==> config.mk <==
export PLATFORM = sky130hd
export DESIGN_NAME = t03_fetch_decode_flat
export DESIGN_NICKNAME = d
export VERILOG_FILES = /design/src/rtl/t03_pkg.sv /design/src/rtl/t03_fetch_decode_if.sv /design/src/rtl/t03_imm_gen.sv /design/src/rtl/t03_fetch_decode.sv /design/src/flat_wrapper.sv
export SDC_FILE = /design/constraint.sdc
export NUM_CORES = 1
export LEC_CHECK = 0
export ABC_AREA = 1
export CAP_MARGIN = 0
export CORE_ASPECT_RATIO = 1.25
export CORE_UTILIZATION = 38
export DETAILED_ROUTE_END_ITERATION = 8
export PLACE_DENSITY = 0.86
export SYNTH_ARGS = -nofsm -noshare
export SYNTH_HDL_FRONTEND = slang
export SYNTH_SLANG_ARGS = --single-unit
export TNS_END_PERCENT = 100
==> constraint.sdc <==
create_clock -name clk -period 2.9 [get_ports clk]
set_input_delay 0.58 -clock clk [delete_from_list [all_inputs] [get_ports clk]]
set_output_delay 0.58 -clock clk [all_outputs]
set_load 0.03 [all_outputs]
==> src/rtl/t03_pkg.sv <==
// t03_pkg: shared types and constants for the team_03 RV32I core.
// Holds the instruction-format enum, the fetch FSM state enum, base opcodes,
// the funct3 codes the control unit decodes (FOP_* for ALU ops, BR_* for
// branches), and the reset instruction word.
package t03_pkg;

  typedef enum logic [2:0] {
    IT_R = 3'd0,
    IT_I = 3'd1,
    IT_S = 3'd2,
    IT_B = 3'd3,
    IT_U = 3'd4,
    IT_J = 3'd5
  } itype_e;

  typedef enum logic [1:0] {
    ST_IDLE  = 2'd0,
    ST_FETCH = 2'd1,
    ST_READY = 2'd2
  } fetch_state_e;

  localparam logic [6:0] OP_LUI    = 7'b0110111;
  localparam logic [6:0] OP_AUIPC  = 7'b0010111;
  localparam logic [6:0] OP_JAL    = 7'b1101111;
  localparam logic [6:0] OP_JALR   = 7'b1100111;
  localparam logic [6:0] OP_BRANCH = 7'b1100011;
  localparam logic [6:0] OP_LOAD   = 7'b0000011;
  localparam logic [6:0] OP_STORE  = 7'b0100011;
  localparam logic [6:0] OP_IMM    = 7'b0010011;
  localparam logic [6:0] OP_REG    = 7'b0110011;

  // ALU funct3 codes
  localparam logic [2:0] FOP_ADD  = 3'b000;
  localparam logic [2:0] FOP_SLL  = 3'b001;
  localparam logic [2:0] FOP_SLT  = 3'b010;
  localparam logic [2:0] FOP_SLTU = 3'b011;
  localparam logic [2:0] FOP_XOR  = 3'b100;
  localparam logic [2:0] FOP_SR   = 3'b101;
  localparam logic [2:0] FOP_OR   = 3'b110;
  localparam logic [2:0] FOP_AND  = 3'b111;

  // Branch funct3 codes
  localparam logic [2:0] BR_BEQ  = 3'b000;
  localparam logic [2:0] BR_BNE  = 3'b001;
  localparam logic [2:0] BR_BLT  = 3'b100;
  localparam logic [2:0] BR_BGE  = 3'b101;
  localparam logic [2:0] BR_BLTU = 3'b110;
  localparam logic [2:0] BR_BGEU = 3'b111;

  localparam logic [31:0] NOP_INSTR = 32'h0000_0013;

  // funct7 is part of the key only where it selects the operation:
  // register-register ops and the immediate shifts.
  function automatic logic key_uses_funct7(input logic [6:0] op, input logic [2:0] f3);
    return (op == OP_REG) || ((op == OP_IMM) && ((f3 == FOP_SLL) || (f3 == FOP_SR)));
  endfunction

endpackage

==> src/rtl/t03_fetch_decode_if.sv <==
// t03_fetch_decode_if: request/acknowledge instruction-memory port.
//   imem_req   : fetch request, held until ack (master -> slave)
//   imem_addr  : word-aligned fetch address (master -> slave)
//   imem_ack   : imem_rdata valid this cycle (slave -> master)
//   imem_rdata : instruction word (slave -> master)
interface t03_fetch_decode_if;
  logic        imem_req;
  logic [31:0] imem_addr;
  logic        imem_ack;
  logic [31:0] imem_rdata;

  modport master (output imem_req, imem_addr, input imem_ack, imem_rdata);
  modport slave  (input imem_req, imem_addr, output imem_ack, imem_rdata);
endinterface

==> src/rtl/t03_imm_gen.sv <==
// t03_imm_gen: RV32I immediate generator.
//   instr  : instruction word
//   i_type : instruction format
//   imm    : sign-extended immediate (0 for R-type)
module t03_imm_gen
  import t03_pkg::*;
(
  input  logic [31:0] instr,
  input  itype_e      i_type,
  output logic [31:0] imm
);

  // Format-dependent immediate assembly, sign bit is always instr[31]
  always_comb begin
    imm = 32'd0;
    case (i_type)
      IT_I:    imm = {{20{instr[31]}}, instr[31:20]};
      IT_S:    imm = {{20{instr[31]}}, instr[31:25], instr[11:7]};
      IT_B:    imm = {{19{instr[31]}}, instr[31], instr[7], instr[30:25], instr[11:8], 1'b0};
      IT_U:    imm = {instr[31:12], 12'd0};
      IT_J:    imm = {{11{instr[31]}}, instr[31], instr[19:12], instr[20], instr[30:21], 1'b0};
      default: imm = 32'd0;
    endcase
  end

endmodule

==> src/rtl/t03_fetch_decode.sv <==
// t03_fetch_decode: fetch and pre-decode stage.
//   clk, rst           : clock, asynchronous active-high reset
//   imem (master)      : instruction-memory req/ack port
//   retire, next_pc    : load next_pc (word-aligned) into pc from READY
//   pc                 : address of the held instruction
//   instr_valid        : decode outputs valid
//   instruction        : control key {funct7, funct3, opcode}
//   i_type             : instruction format
//   rs1, rs2, rd       : raw register index fields
//   imm                : sign-extended immediate
//   illegal            : opcode outside the supported set
//   misaligned         : last next_pc had low bits set
module t03_fetch_decode
  import t03_pkg::*;
#(
  parameter logic [31:0] RESET_PC = 32'h0000_0000
) (
  input  logic                 clk,
  input  logic                 rst,
  t03_fetch_decode_if.master   imem,
  input  logic                 retire,
  input  logic [31:0]          next_pc,
  output logic [31:0]          pc,
  output logic                 instr_valid,
  output logic [16:0]          instruction,
  output logic [2:0]           i_type,
  output logic [4:0]           rs1,
  output logic [4:0]           rs2,
  output logic [4:0]           rd,
  output logic [31:0]          imm,
  output logic                 illegal,
  output logic                 misaligned
);

  fetch_state_e state_q, state_d;
  logic [31:0]  pc_q, pc_d;
  logic [31:0]  instr_q, instr_d;
  logic         req_q, req_d;
  logic         valid_q, valid_d;
  logic         mis_q, mis_d;

  logic [6:0]   opcode_s;
  logic [2:0]   funct3_s;
  logic [2:0]   key_f3_s;
  logic [6:0]   key_f7_s;
  itype_e       itype_s;
  logic         illegal_s;

  // Fetch FSM next-state; req/valid are derived from the next state so they come out of flops
  always_comb begin
    state_d = state_q;
    pc_d    = pc_q;
    instr_d = instr_q;
    mis_d   = mis_q;
    case (state_q)
      ST_IDLE: state_d = ST_FETCH;
      ST_FETCH: begin
        if (imem.imem_ack) begin
          instr_d = imem.imem_rdata;
          state_d = ST_READY;
        end else begin
          state_d = ST_FETCH;
        end
      end
      ST_READY: begin
        if (retire) begin
          pc_d    = {next_pc[31:2], 2'b00};
          mis_d   = |next_pc[1:0];
          state_d = ST_FETCH;
        end else begin
          state_d = ST_READY;
        end
      end
      default: state_d = ST_IDLE;
    endcase
    req_d   = (state_d == ST_FETCH);
    valid_d = (state_d == ST_READY);
  end

  // FSM, PC and instruction registers
  always_ff @(posedge clk or posedge rst) begin
    if (rst) begin
      state_q <= ST_IDLE;
      pc_q    <= RESET_PC;
      instr_q <= NOP_INSTR;
      req_q   <= 1'b0;
      valid_q <= 1'b0;
      mis_q   <= 1'b0;
    end else begin
      state_q <= state_d;
      pc_q    <= pc_d;
      instr_q <= instr_d;
      req_q   <= req_d;
      valid_q <= valid_d;
      mis_q   <= mis_d;
    end
  end

  assign opcode_s = instr_q[6:0];
  assign funct3_s = instr_q[14:12];

  // Format classification and control-key formation from the held word
  always_comb begin
    itype_s   = IT_R;
    illegal_s = 1'b0;
    case (opcode_s)
      OP_REG:                    itype_s = IT_R;
      OP_IMM, OP_LOAD, OP_JALR:  itype_s = IT_I;
      OP_STORE:                  itype_s = IT_S;
      OP_BRANCH:                 itype_s = IT_B;
      OP_LUI, OP_AUIPC:          itype_s = IT_U;
      OP_JAL:                    itype_s = IT_J;
      default:                   illegal_s = 1'b1;
    endcase
    // U/J formats carry immediate bits where funct3 would be
    if ((opcode_s == OP_LUI) || (opcode_s == OP_AUIPC) || (opcode_s == OP_JAL)) begin
      key_f3_s = 3'd0;
    end else begin
      key_f3_s = funct3_s;
    end
    if (key_uses_funct7(opcode_s, funct3_s)) begin
      key_f7_s = instr_q[31:25];
    end else begin
      key_f7_s = 7'd0;
    end
  end

  t03_imm_gen u_imm_gen (
    .instr  (instr_q),
    .i_type (itype_s),
    .imm    (imm)
  );

  assign imem.imem_req  = req_q;
  assign imem.imem_addr = pc_q;
  assign pc             = pc_q;
  assign instr_valid    = valid_q;
  assign misaligned     = mis_q;
  assign instruction    = illegal_s ? 17'd0 : {key_f7_s, key_f3_s, opcode_s};
  assign i_type         = itype_s;
  assign illegal        = illegal_s;
  assign rs1            = instr_q[19:15];
  assign rs2            = instr_q[24:20];
  assign rd             = instr_q[11:7];

endmodule
==> src/flat_wrapper.sv <==
// flat-port wrapper written by rule: the top's interface ports become plain ports
module t03_fetch_decode_flat import t03_pkg::*;
#(
  parameter logic [31:0] RESET_PC = 32'h0000_0000
)
  (clk, rst, retire, next_pc, pc, instr_valid, instruction, i_type, rs1, rs2, rd, imm, illegal, misaligned, imem_imem_req, imem_imem_addr, imem_imem_ack, imem_imem_rdata);
  t03_fetch_decode_if imem_i ();
  input  logic clk;
  input  logic rst;
  input  logic retire;
  input  logic [31:0] next_pc;
  output logic [31:0] pc;
  output logic instr_valid;
  output logic [16:0] instruction;
  output logic [2:0] i_type;
  output logic [4:0] rs1;
  output logic [4:0] rs2;
  output logic [4:0] rd;
  output logic [31:0] imm;
  output logic illegal;
  output logic misaligned;
  output wire logic [$bits(imem_i.imem_req)-1:0] imem_imem_req;
  output wire logic [$bits(imem_i.imem_addr)-1:0] imem_imem_addr;
  input wire logic [$bits(imem_i.imem_ack)-1:0] imem_imem_ack;
  input wire logic [$bits(imem_i.imem_rdata)-1:0] imem_imem_rdata;
  assign imem_imem_req = imem_i.imem_req;
  assign imem_imem_addr = imem_i.imem_addr;
  assign imem_i.imem_ack = imem_imem_ack;
  assign imem_i.imem_rdata = imem_imem_rdata;
  t03_fetch_decode #(.RESET_PC(RESET_PC)) u_core (.clk(clk), .rst(rst), .imem(imem_i), .retire(retire), .next_pc(next_pc), .pc(pc), .instr_valid(instr_valid), .instruction(instruction), .i_type(i_type), .rs1(rs1), .rs2(rs2), .rd(rd), .imm(imm), .illegal(illegal), .misaligned(misaligned));
endmodule
==> summary.txt <==
Routability Congestion: 0.851
All-Layer GR Usage: 21.6%
#FFs+latches synth: 67
Cells after Synth: 485
CTS Sinks: 67
CTS clk-pin slew, worst paths: 60 ps
Num CTS Buffers: 9
Period utilization: 96.3%
Slew HR: 50.1%
Core area: 0.00956 mm²
Logic gate share of total power: 54.4%
VDD IR max: 0.726 mV
Final min period: 2790 ps
Clock insertion delay at the later pin of the skew report: 330 ps
Clock power frac: 19.6%
Element type at the critical path start: flop
DRT Pass-1 Iters: 5
CTS tree: yes
Synth unique cells: 24
Residual DRC: 0
Area leader, netlist: dfrtp_1
FP Rows: 40
First-pass GRT wire length: 17400 µm
Layout Nets: 706
Synth top cells by count: 141 x nand2_1, 64 x dfrtp_1, 63 x nor2_1
Fin cells: 769
Async SR Flop Fraction: 100%
Fin. max-slew vios: 0
Inst Count DP: 752
Switch share: 44.7%
CP endpoint kind: output port
Vias per cell: 4.78
Worst setup path class: flop to output port
Fill count: 806
Chip height: 113 µm
Grt total ovfl: 0
Layout Area Growth over Synthesis: 57.1%
HP Class: flop to flop
Largest net degree at the start of global routing: 36
# setup viols final: 0
Pwr Density: 1160 mW/mm²
Vias in the first global route: 3558
Sequential share of power: 26.0%
Achievable Freq: 358 MHz
Largest cells by area after synthesis: dfrtp_1 43%, nand2_1 14%, buf_4 10%, nor2_1 6.3%, a21oi_1 4.7%
# diodes: 0
Synth warn: 0
Pleak: 0.00306 µW
Initial antenna violation count: 0
H-tree levels: 3
DR iter-0 viols: 157
Ys flop type: dfrtp_1
Die extent in x: 90.7 µm
Number of synthesized flops with an enable pin: 0
RSZ-0062 raised after global routing: no
Internal cell power: 3770 µW
Clk_skew: 7.09 ps
Post-Route WL: 11100 µm
Cts hold-fix bufs: 0
Share of the synthesized area in the top cell type: 42.9%
Routed WL per cell: 14.4 µm
Die Footprint: 0.0102 mm²
Crit path DAT: 2210 ps
Mapped cell area: 0.00373 mm²
Post-synthesis sequential area ratio: 45.0%
Dpl hpwl: 8400 µm
Max Root-Sink Buffers: 2
Root buf cell: clkbuf_16
Vias: 3677
Num ports: 203
Share of cells above drive strength 1: 13.7%
Worst-Margin Slew: 747 ps
Setup TNS: 0 ps
Fin. Hold Viols: 0
Final antenna-violating net count: 0
Syn_area_per_cell: 7.70 µm²
Most numerous cell in the Yosys netlist: nand2_1
Starting density of the core: 39.1%
Number of max-cap violations: 0
CP required: 2320 ps
P_sw: 3050 µW
Outcome: finished, final reports clean
CP Max Fanout: 16
IO Port Bufs: 198
[power by group through the flow]
| stage | registers (µW) | clock network, µW | logic [µW] |
|---|---|---|---|
| CTS | 1770 | 1370 | 3730 |
| floorplan | 2100 | 0 | 2180 |
| finish | 1770 | 1340 | 3710 |
| detailed placement | 1770 | 0 | 3760 |
| global placement | 1760 | 0 | 3690 |
| global route | 1830 | 1410 | 3930 |
[worst max-delay path: stages, from the launching register on]
cell,delay (ps)
dfstp_2,530
nand2_1,120
inv_2,120
nand3_1,140
nor2_1,240
nor2_4,130
a21oi_1,180
dlygate4sd2_1,430
[area by class of cell]
cell class / instances / area [µm²] / area share (%)
timing repair buffer: 208 / 2060 / 35.0
sequential: 67 / 1680 / 28.6
multi-input combinational: 318 / 1480 / 25.2
clock buffer: 10 / 229 / 3.90
tap: 126 / 158 / 2.69
clock inverter: 6 / 136 / 2.32
inverter: 34 / 128 / 2.18
[layout by cell type (no fill, tap or decap), types with 3 or more instances in the layout]
master,synthesis,final
clkbuf_2,0,4
buf_12,0,7
buf_4,50,28
nand2_2,4,4
inv_2,5,6
conb_1,1,4
bufinv_16,0,4
dfstp_2,3,3
dfrtp_1,64,64
o21ai_0,27,27
inv_1,29,28
nand3_1,18,18
nand2_1,141,141
dlygate4sd2_1,0,17
clkbuf_16,0,9
mux2_2,13,13
nor2_4,5,6
a21oi_1,35,35
nor2_1,63,63
clkdlybuf4s50_1,0,146
dlymetal6s2s_1,0,6
[state kept, by name, indices dropped and copies added, names as in the netlist]
signal                 count
u_core.imem.imem_addr     30
u_core.instr_valid         1
u_core.imem.imem_req       1
u_core.instr_q            32
u_core.misaligned          1
u_core.state_q             2
[repair_timing]
action,CTS,global route
resized for setup,24,17
setup buffers,1,0
pin swaps,1,0
endpoints found under the setup margin,26,10
[logic make-up after synthesis]
logic type,Yosys count,share of synthesized area (%)
buffers and inverters,103,16.0
DFF,67,45.0
and+or+nand+nor,233,25.6
muxes,13,3.92
AOI/OAI and AO/OA,68,9.41
other,1,0.100
[final timing paths]
check	startpoint	slack, ps	end	depth (start not counted)
min in group asynchronous	rst	700	u_core.instr_q[11]	2
hold / removal	u_core.imem.imem_addr[9]	500	u_core.imem.imem_addr[9]	2
setup / recovery	u_core.instr_q[0]	110	instruction[8]	7
setup reg to reg	u_core.state_q[0]	1190	u_core.instr_q[30]	6
max in group asynchronous	rst	1550	u_core.imem.imem_req	3
hold reg to reg	u_core.imem.imem_addr[9]	500	u_core.imem.imem_addr[9]	2
[stage by stage]
step | worst slack, ps | total power [µW] | util (%) | hold slack (ps) | cell area (µm²)
2_1_floorplan | 625 | 4280 | - | 475 | 3750
3_3_place_gp | 129 | 5440 | 57.6 | 467 | 5510
3_5_place_dp | 121 | 5530 | 57.6 | 487 | 5510
4_1_cts | 7.54 | 6870 | 61.4 | 504 | 5870
5_1_grt | 3.99 | 7170 | 61.4 | 536 | 5870
6_report | 107 | 6820 | 61.4 | 503 | 5870
[routing by layer]
| layer | vias up | routed length [µm] | global-route usage [%] |
|---|---|---|---|
| met5 | - | 0 | 0 |
| li1 | 1770 | - | - |
| met3 | 15 | 1010 | 7.39 |
| met1 | 1694 | 4000 | 23.2 |
| met2 | 198 | 5920 | 39.4 |
| met4 | 0 | 161 | 7.10 |
Note: power is estimated with default switching activity, not from simulation.
